`src/rtl/stbus_pkg.sv`:
```
// Shared constants and types for the ST-BUS receive deframer.
// Frame geometry, receiver state and the FIFO entry layout.
package stbus_pkg;
  localparam int SLOTS         = 32;
  localparam int BITS_PER_SLOT = 8;
  localparam int C4_PER_FRAME  = 512;

  typedef enum logic [0:0] {
    HUNT = 1'b0,
    SYNC = 1'b1
  } state_t;

  typedef struct packed {
    logic [4:0] slot;
    logic [7:0] data;
  } fifo_entry_t;
endpackage

```
`src/rtl/stbus_fifo.sv`:
```
// Shift-register FIFO: the head always sits in r_mem[0], so head outputs come straight from flops.
// Handshake: an entry leaves when i_pop is high while the FIFO is non-empty; i_push is accepted when not full or when a pop happens in the same cycle.
module stbus_fifo
  import stbus_pkg::*;
#(
  parameter int DEPTH = 4
) (
  input  logic        clk50,
  input  logic        reset_in_rg,
  input  logic        i_push,
  input  fifo_entry_t i_entry,
  input  logic        i_pop,
  output fifo_entry_t o_head,
  output logic        o_valid,
  output logic        o_full,
  output logic        o_empty
);
  localparam int CW = $clog2(DEPTH + 1);
  localparam int AW = $clog2(DEPTH);

  fifo_entry_t    r_mem [DEPTH];
  logic [CW-1:0]  r_count;
  logic           r_valid;
  logic           w_pop;
  logic           w_wr;
  logic [CW-1:0]  w_base;
  logic [CW-1:0]  w_count_nxt;

  assign o_full      = (r_count == CW'(DEPTH));
  assign o_empty     = (r_count == '0);
  assign w_pop       = i_pop & ~o_empty;
  assign w_wr        = i_push & (~o_full | w_pop);
  // Write slot is computed after the shift, so a pop moves it down by one.
  assign w_base      = w_pop ? (r_count - CW'(1)) : r_count;
  assign w_count_nxt = r_count + CW'(w_wr) - CW'(w_pop);

  always_ff @(posedge clk50) begin
    if (!reset_in_rg) begin
      r_count <= '0;
      r_valid <= 1'b0;
      for (int i = 0; i < DEPTH; i++) r_mem[i] <= '0;
    end else begin
      if (w_pop) begin
        for (int i = 0; i < DEPTH - 1; i++) r_mem[i] <= r_mem[i+1];
        r_mem[DEPTH-1] <= '0;
      end
      if (w_wr) r_mem[w_base[AW-1:0]] <= i_entry;
      r_count <= w_count_nxt;
      r_valid <= (w_count_nxt != '0);
    end
  end

  assign o_head  = r_mem[0];
  assign o_valid = r_valid;
endmodule

```
`src/rtl/stbus_deframer.sv`:
```
// ST-BUS serial receiver: synchronises c4/f0/data into clk50, tracks frame alignment,
// assembles slot bytes and queues enabled slots. out_valid/out_ready: pop when both high.
module stbus_deframer
  import stbus_pkg::*;
#(
  parameter logic [31:0] SLOT_MASK   = 32'hFFFF_FFFF,
  parameter int          FIFO_DEPTH  = 4,
  parameter int          SYNC_STAGES = 2
) (
  input  logic       clk50,
  input  logic       reset_in_rg,
  input  logic       c4,
  input  logic       f0,
  input  logic       data_from_dt,
  output logic [7:0] out_data,
  output logic [4:0] out_slot,
  output logic       out_valid,
  input  logic       out_ready,
  output logic       in_sync,
  output logic       frame_err,
  output logic       overflow,
  input  logic       err_clr,
  output logic       cpu_int,
  input  logic       int_ack
);
  localparam int CNT_W = $clog2(C4_PER_FRAME);

  logic [SYNC_STAGES-1:0]   r_c4_sync, r_f0_sync, r_dat_sync;
  logic                     r_c4_prev;
  state_t                   r_state;
  logic [CNT_W-1:0]         r_cnt;
  logic [BITS_PER_SLOT-1:0] r_shift;
  logic                     r_cmp;
  fifo_entry_t              r_cmp_entry;
  logic                     r_frame_err, r_overflow, r_cpu_int;

  logic        w_cur, w_fall, w_f0_s, w_data_s;
  logic        w_ferr_set, w_push, w_pop, w_ovf_set, w_int_set;
  logic        w_full, w_empty, w_valid;
  fifo_entry_t w_head;

  always_ff @(posedge clk50) begin
    if (!reset_in_rg) begin
      r_c4_sync  <= '0;
      r_f0_sync  <= '1;
      r_dat_sync <= '0;
      r_c4_prev  <= 1'b0;
    end else begin
      r_c4_sync  <= {r_c4_sync[SYNC_STAGES-2:0], c4};
      r_f0_sync  <= {r_f0_sync[SYNC_STAGES-2:0], f0};
      r_dat_sync <= {r_dat_sync[SYNC_STAGES-2:0], data_from_dt};
      r_c4_prev  <= w_cur;
    end
  end

  // f0 and data are taken from the same stage as the c4 edge so all three stay aligned.
  assign w_cur    = r_c4_sync[SYNC_STAGES-1];
  assign w_f0_s   = r_f0_sync[SYNC_STAGES-1];
  assign w_data_s = r_dat_sync[SYNC_STAGES-1];
  assign w_fall   = r_c4_prev & ~w_cur;

  always_ff @(posedge clk50) begin
    if (!reset_in_rg) begin
      r_state     <= HUNT;
      r_cnt       <= '0;
      r_shift     <= '0;
      r_cmp       <= 1'b0;
      r_cmp_entry <= '0;
    end else begin
      r_cmp <= 1'b0;
      if (w_fall) begin
        r_cnt <= r_cnt + CNT_W'(1);
        if (r_state == HUNT) begin
          if (!w_f0_s) begin
            r_cnt   <= CNT_W'(1);
            r_state <= SYNC;
          end
        end else if (!w_f0_s && (r_cnt != '0)) begin
          r_cnt   <= CNT_W'(1);
          r_shift <= '0;
        end else if (w_f0_s && (r_cnt == '0)) begin
          r_state <= HUNT;
          r_shift <= '0;
        end else if (r_cnt[0]) begin
          r_shift <= {r_shift[BITS_PER_SLOT-2:0], w_data_s};
          if (r_cnt[3:1] == 3'd7) begin
            r_cmp            <= 1'b1;
            r_cmp_entry.slot <= r_cnt[CNT_W-1:4];
            r_cmp_entry.data <= {r_shift[BITS_PER_SLOT-2:0], w_data_s};
          end
        end
      end
    end
  end

  assign w_ferr_set = w_fall & (r_state == SYNC) &
                      ((~w_f0_s & (r_cnt != '0)) | (w_f0_s & (r_cnt == '0)));
  assign w_push     = r_cmp & SLOT_MASK[r_cmp_entry.slot];
  assign w_pop      = out_ready & ~w_empty;
  assign w_ovf_set  = w_push & w_full & ~w_pop;
  assign w_int_set  = r_cmp & (r_cmp_entry.slot == 5'(SLOTS - 1));

  // Sticky flags: a set in the same cycle as its clear takes priority.
  always_ff @(posedge clk50) begin
    if (!reset_in_rg) begin
      r_frame_err <= 1'b0;
      r_overflow  <= 1'b0;
      r_cpu_int   <= 1'b0;
    end else begin
      r_frame_err <= w_ferr_set | (r_frame_err & ~err_clr);
      r_overflow  <= w_ovf_set  | (r_overflow  & ~err_clr);
      r_cpu_int   <= w_int_set  | (r_cpu_int   & ~int_ack);
    end
  end

  stbus_fifo #(.DEPTH(FIFO_DEPTH)) u_fifo (
    .clk50       (clk50),
    .reset_in_rg (reset_in_rg),
    .i_push      (w_push),
    .i_entry     (r_cmp_entry),
    .i_pop       (w_pop),
    .o_head      (w_head),
    .o_valid     (w_valid),
    .o_full      (w_full),
    .o_empty     (w_empty)
  );

  assign out_data  = w_head.data;
  assign out_slot  = w_head.slot;
  assign out_valid = w_valid;
  assign in_sync   = (r_state == SYNC);
  assign frame_err = r_frame_err;
  assign overflow  = r_overflow;
  assign cpu_int   = r_cpu_int;
endmodule

```
`config.mk`:
```
export PLATFORM = sky130hd
export DESIGN_NAME = stbus_deframer
export DESIGN_NICKNAME = d
export VERILOG_FILES = /design/src/rtl/stbus_pkg.sv /design/src/rtl/stbus_fifo.sv /design/src/rtl/stbus_deframer.sv
export SDC_FILE = /design/constraint.sdc
export NUM_CORES = 1
export LEC_CHECK = 0
export CORE_MARGIN = 3
export CORE_UTILIZATION = 50
export CTS_CLUSTER_SIZE = 40
export DETAILED_ROUTE_END_ITERATION = 12
export PLACE_DENSITY = 0.75
export SYNTH_ARGS = -nofsm -noshare
export SYNTH_HDL_FRONTEND = slang
export SYNTH_HIERARCHICAL = 1
export SYNTH_SLANG_ARGS = --single-unit
```
`constraint.sdc`:
```
create_clock -name clk50 -period 3.8 [get_ports clk50]
set_clock_uncertainty 0.1 [all_clocks]
set_input_delay 0.76 -clock clk50 [delete_from_list [all_inputs] [get_ports clk50]]
set_output_delay 0.76 -clock clk50 [all_outputs]
set_load 0.02 [all_outputs]
```
==> results.toml, run 1 <==
[pwr]
irDropWorstVdd_v = 0.000197
switching_share = 0.211
p_switching_w = 0.000387
p_int_w = 0.00145
power_frac_comb = 0.032
power.leakage_nw = 1.66
finalPower_w = 0.00183
seqPwrFrac = 0.617
clkPwrFrac = 0.351
powerDensity_nw_per_um2 = 364

[global_routing]
grt_pass1_vias = 2683
grt_max_degree = 44
grt_use_total = 0.152
gr-total-overflow = 0
antenna_found_initial = 0
grt_pass1_wl_mm = 12.3

[routing]
wire_per_inst_um = 14.1
final_antenna_net_count = 0
drc = 0
viasPerCell = 5.39
drt-pass1-iter-count = 4
drt-initial-drc-count = 72
vias = 2890
drt-total-wl_mm = 7.55

[floorplan]
fp-row-count = 34
die_y_um = 101
fp.coreArea_um2 = 8760
die_w_um = 101
ioPinCount = 26
start_util = 0.516
die_area_um2 = 10200

[timing]
slew-limit-headroom = 0.572
finalSetupViolations = 0
slew_viol_final = 0
min_period_over_period = 0.834
timing.setup.tns_ns = 0
fin_ws_ns = 0.629
fmax_mhz = 315
period_minus_slack_ns = 3.17
rsz0062_at_grt = "no"
worst_pin_slew_ns = 0.638
hold_viol_final = 0

[synthesis]
ys_warn_count = 6
synth_edf_count = 52
avgSynthCellArea_um2 = 11.3
netlist_area_um2 = 4520
ys_seq_elements = 97
async_flop_share = 0
synth_cell_types = 60
ys.flop_type = "edfxtp_1"
seq_area_frac_synth = 0.545
syn_inst = 400
synth_nets = 416

[clock_tree]
cts_tree = "done"
insertion_delay_ns = 0.36
max-clock-path-buffers = 2
hold_buffers = 0
cts_setup_buffers = 0
cts_max_level = 3
clock_sinks = 97
cts_made_buffers = 9
clkTransAtPathRegs_ns = 0.09
cts_resized = 0
cts_root_buf = "clkbuf_8"

[setup_path]
startpoint_type = "flop"
cp.required_ns = 3.95
worstRegToRegCells = 11
reg2reg_setup_slack_ns = 0.63
worstSetupEndpointType = "flop"
crit_type = "reg2reg"
crit_path_end = "u_fifo/o_valid"
critPathLaunch = "u_fifo/r_count[1]"
timing.rr.end = "u_fifo/o_valid"
critPathArrivalTime_ns = 3.32
r2r-start = "u_fifo/r_count[1]"
crit_path_max_fanout = 6

[finish]
fin_util = 0.574
stdcell_count = 536
area_growth_pct = 11.3
diodes = 0
final_nets = 439
layout-drive-gt1-share = 0.103

[placement]
hpwl_mm = 5.50
place_ws_ns = 0.422
placed_cells = 520
place.gp.congestion = 0.809
port_buffers = 25

[status]
status = "complete, no violations"

[run]
drv_cap = 0

[min_path]
worstHoldPathType = "reg2reg"
min_from = "r_f0_sync[0]"
state kept, by name, summed over array words and instances, names as in the netlist, 2 cells and up:
| signal | flops |
|---|---|
| r_shift | 7 |
| r_dat_sync | 2 |
| r_f0_sync | 2 |
| r_cmp_entry | 13 |
| u_fifo/r_count | 3 |
| u_fifo/r_mem | 52 |
| r_c4_sync | 2 |
| r_cnt | 9 |
layer usage:
| metal | GRT usage | routed length [µm] | part of all wire |
|---|---|---|---|
| met4 | 0.0665 | 129 | 0.017 |
| met1 | 0.181 | 3420 | 0.45 |
| met3 | 0.0394 | 257 | 0.034 |
| met2 | 0.259 | 3740 | 0.49 |
| met5 | 0 | 0 | 0 |
how the worst min path moves through the flow:
stage | to | depth (start not counted) | slack (ns)
finish | r_f0_sync[1] | 1 | 0.33
global route | r_f0_sync[1] | 1 | 0.35
CTS | r_f0_sync[1] | 1 | 0.34
detailed placement | r_f0_sync[1] | 1 | 0.32
global placement | r_f0_sync[1] | 1 | 0.29
floorplan | r_f0_sync[1] | 1 | 0.29
cell families (layout without fill, tap and decap cells):
| family | Yosys count | after routing | synth area share |
|---|---|---|---|
| compound gates | 69 | 69 | 0.107 |
| fa+ha+maj | 8 | 8 | 0.0238 |
| xor+xnor | 4 | 4 | 0.00775 |
| mux | 40 | 40 | 0.0886 |
| flops | 97 | 97 | 0.545 |
| buf+inv | 45 | 73 | 0.0487 |
| simple gates | 137 | 137 | 0.180 |
cell type report:
class | instances | area (µm²)
fill | 730 | 3730
sequential | 97 | 2460
multi-input combinational | 258 | 1840
timing repair buffer | 32 | 303
clock buffer | 11 | 163
tap | 108 | 135
inverter | 25 | 96.3
clock inverter | 5 | 35.0
cells in the mapped netlist (all sizes together) (4+ instances only):
master,n,area [µm²]
ha,7,87.6
o21ai,27,146
mux2i,40,400
a21oi,10,68.8
or3,6,45.0
dfxtp,45,901
a21boi,20,150
nor3b,4,57.6
nand3,21,105
nand2b,4,32.5
inv,25,96.3
clkbuf,11,42.5
nand2,47,176
nor2b,4,25.0
nand3b,6,45.0
buf,9,81.3
and2,24,150
edfxtp,52,1560
and3,4,25.0
power by group through the flow:
stage	clock (W)	sequential, W	combinational [W]
after floorplan	0	0.00116	0.0000272
after global placement	0	0.00115	0.0000582
after global routing	0.000696	0.00113	0.0000640
after CTS	0.000662	0.00113	0.0000595
after detailed placement	0	0.00115	0.0000594
final	0.000643	0.00113	0.0000587
metrics by stage:
stage	cell area (µm²)	hold WS (ns)
after floorplan	4520	0.286
after global routing	5030	0.351
final	5030	0.331
after CTS	5030	0.344
after detailed placement	4830	0.321
after global placement	4830	0.292
worst max-delay path, stage by stage (launching register included):
cell,delay (ns)
dfxtp_1,0.43
inv_1,0.13
ha_1,0.28
nand2b_4,0.14
inv_4,0.06
nor2b_1,0.37
inv_2,0.13
or3_1,0.40
fa_1,0.44
xor2_1,0.16
xnor2_1,0.16
o31a_1,0.26
placed cells by master, fill, tap and decap left out, drive strengths merged, types with 6 or more instances in the layout:
cell type | netlist | routed
o21ai | 27 | 27
clkdlybuf4s50 | 0 | 25
buf | 9 | 7
inv | 25 | 27
dfxtp | 45 | 45
edfxtp | 52 | 52
clkbuf | 11 | 11
a21boi | 20 | 20
nand2 | 47 | 47
or3 | 6 | 6
nand3b | 6 | 6
a21oi | 10 | 10
and2 | 24 | 24
mux2i | 40 | 40
ha | 7 | 7
nand3 | 21 | 21
Note: power is estimated with default switching activity, not from simulation.
==> run 2, diff against run 1 <==
- PLACE_DENSITY: 0.75 -> 0.77
- clock period: 3.8 -> 2.86 ns (I/O delays scaled with it)
==> run 2 against run 1 <==
Against the previous run: die area stayed put; sequential share of layout area decreased by 0.67 points; register-to-register slack lost 0.43 ns; sequential power rose by 33%; largest cell class unchanged; routed wire length decreased by 2.8%; count of clock-buffer cells in the layout is 2 lower; cell count up 1.3%; non-clock buffer count grew 7; maximum frequency increased by 19%; global-route usage is 0.19 points lower.
==> results.toml, run 2 (same netlist as run 1, synthesis figures left out) <==
[finish]
fin_util = 0.582
largest_reg_flops = 52
fin_area_um2 = 5100
layout_common_cells = "edfxtp_1, nand2_1, dfxtp_1"
final_nets = 446
fill_cells = 713
diodes = 0
top_register = "u_fifo/r_mem"
top_regs = "u_fifo/r_mem (52), r_cmp_entry (13), r_cnt (9)"
area_growth_pct = 12.9
layout-drive-gt1-share = 0.120
layout_commonest_cell = "edfxtp_1"

[setup_path]
crit_path_max_fanout = 7
worst-path-buf-inv = 3
crit_type = "reg2reg"
critPathArrivalTime_ns = 2.80
worstRegToRegCells = 11
cp_top_family = "simple AND/OR/NAND/NOR gates"
crit_path_cell_trace = "inv_1 > ha_2 > nand2b_4 > inv_4 > nor2b_4 > inv_2 > or3_1 > fa_1 > xor2_1 > xnor2_1 > o31a_1"
cp_num_cells = 11
cpMaxStageDelayCell = "fa_1"
cpPeakStageDelay_ns = 0.44
worstSetupEndpointType = "flop"
startpoint_type = "flop"
cp.required_ns = 3.00

[routing]
drc = 0
wl_met1_mm = 3.36
final_antenna_net_count = 0
wire_per_inst_um = 13.5
vias = 2897
wl_met3_um = 272
drt-total-wl_mm = 7.34
wl_met2_mm = 3.66
drt-pass1-iter-count = 4
topRoutingLayerUsed = "met4"
drt-initial-drc-count = 92
viasPerCell = 5.34

[global_routing]
grt_pass1_wl_mm = 12.4
grt_pass1_vias = 2688
gr-total-overflow = 0
grt_use_total = 0.151
grt_max_degree = 40
antenna_found_initial = 0

[placement]
hpwl_mm = 5.26
dpl_cell_area_um2 = 4890
port_buffers = 25
place.gp.congestion = 0.796

[timing]
fmax_mhz = 376
slew_viol_final = 0
hold_viol_final = 0
min_period_over_period = 0.929
slew-limit-headroom = 0.605
period_minus_slack_ns = 2.66
timing.setup.tns_ns = 0
worst_pin_slew_ns = 0.588
finalSetupViolations = 0
rsz0062_at_grt = "no"

[clock_tree]
max-clock-path-buffers = 2
cts_root_buf = "clkbuf_8"
cts_tree = "done"
clkTransAtPathRegs_ns = 0.09
cts_made_buffers = 9
clock_sinks = 97
cts_max_level = 3
hold_buffers = 0
insertion_delay_ns = 0.34

[floorplan]
die_w_um = 101
fp.coreArea_um2 = 8760
die_y_um = 101
die_area_um2 = 10200
start_util = 0.516
fp-row-count = 34
ioPinCount = 26

[run]
drv_cap = 0

[pwr]
irDropWorstVdd_v = 0.000307
power.leakage_nw = 1.69
powerDensity_nw_per_um2 = 474

[status]
status = "complete, no violations"

[min_path]
hold_depth = 1
worstHoldPathType = "reg2reg"
[run 2: changes by cell type in the layout (fill, tap and decap cells not counted), sizes merged]
| cell | delta |
|---|---|
| clkinv | +1 |
| buf | +7 |
| clkinvlp | +1 |
| inv | -1 |
| bufinv | +1 |
| clkbuf | -2 |
[run 2: final timing paths]
| path | slack [ns] | endpoint | from |
|---|---|---|---|
| min | 0.33 | r_f0_sync[1] | r_f0_sync[0] |
| min reg2reg | 0.33 | r_f0_sync[1] | r_f0_sync[0] |
| max reg2reg | 0.20 | u_fifo/o_valid | u_fifo/r_count[0] |
| max | 0.20 | u_fifo/o_valid | u_fifo/r_count[0] |
[run 2: routing by layer]
layer  track usage  vias up
met5             0        -
met4        0.0358        0
met3        0.0422        8
met2         0.258       43
met1         0.188     1368
li1              -     1478
[run 2: worst register-to-register path: cells and delay by family (launching register included)]
kind	cells	cell delay [ns]
AND/OR/NAND/NOR	3	0.69
adder cells (fa/ha/maj)	2	0.67
flip-flops	1	0.38
XOR/XNOR	2	0.30
AO/OA/AOI/OAI	1	0.24
buffers and inverters	3	0.19
[run 2: layout make-up]
| class | instances | area [µm²] | area share |
|---|---|---|---|
| Multi-Input combinational cell | 258 | 1850 | 0.362 |
| Sequential cell | 97 | 2460 | 0.483 |
| Inverter | 25 | 96.3 | 0.0189 |
| Clock buffer | 9 | 124 | 0.0243 |
| Clock inverter | 7 | 68.8 | 0.0135 |
| Timing Repair Buffer | 39 | 368 | 0.0721 |
| Tap cell | 108 | 135 | 0.0265 |
[run 2: through the flow]
stage	hold slack, ns	setup slack (ns)	power [W]	std cells
2_1_floorplan	0.286	0.0534	0.00158	400
3_3_place_gp	0.296	0.0296	0.00161	525
3_5_place_dp	0.308	-0.0309	0.00161	525
4_1_cts	0.334	0.130	0.00245	541
5_1_grt	0.360	0.0669	0.00250	543
6_report	0.327	0.202	0.00242	543
[run 2: report_power, final]
| group | internal (W) | total, W | switching [W] |
|---|---|---|---|
| combinational | 0.0000366 | 0.0000796 | 0.0000430 |
| sequential | 0.00149 | 0.00150 | 0.0000111 |
| clock | 0.000402 | 0.000839 | 0.000437 |
[run 2: what timing repair did]
item	in CTS	in global routing
endpoints found under the hold margin	0	0
buffers inserted	0	2
resized for setup	0	1
endpoints found under the setup margin	0	1
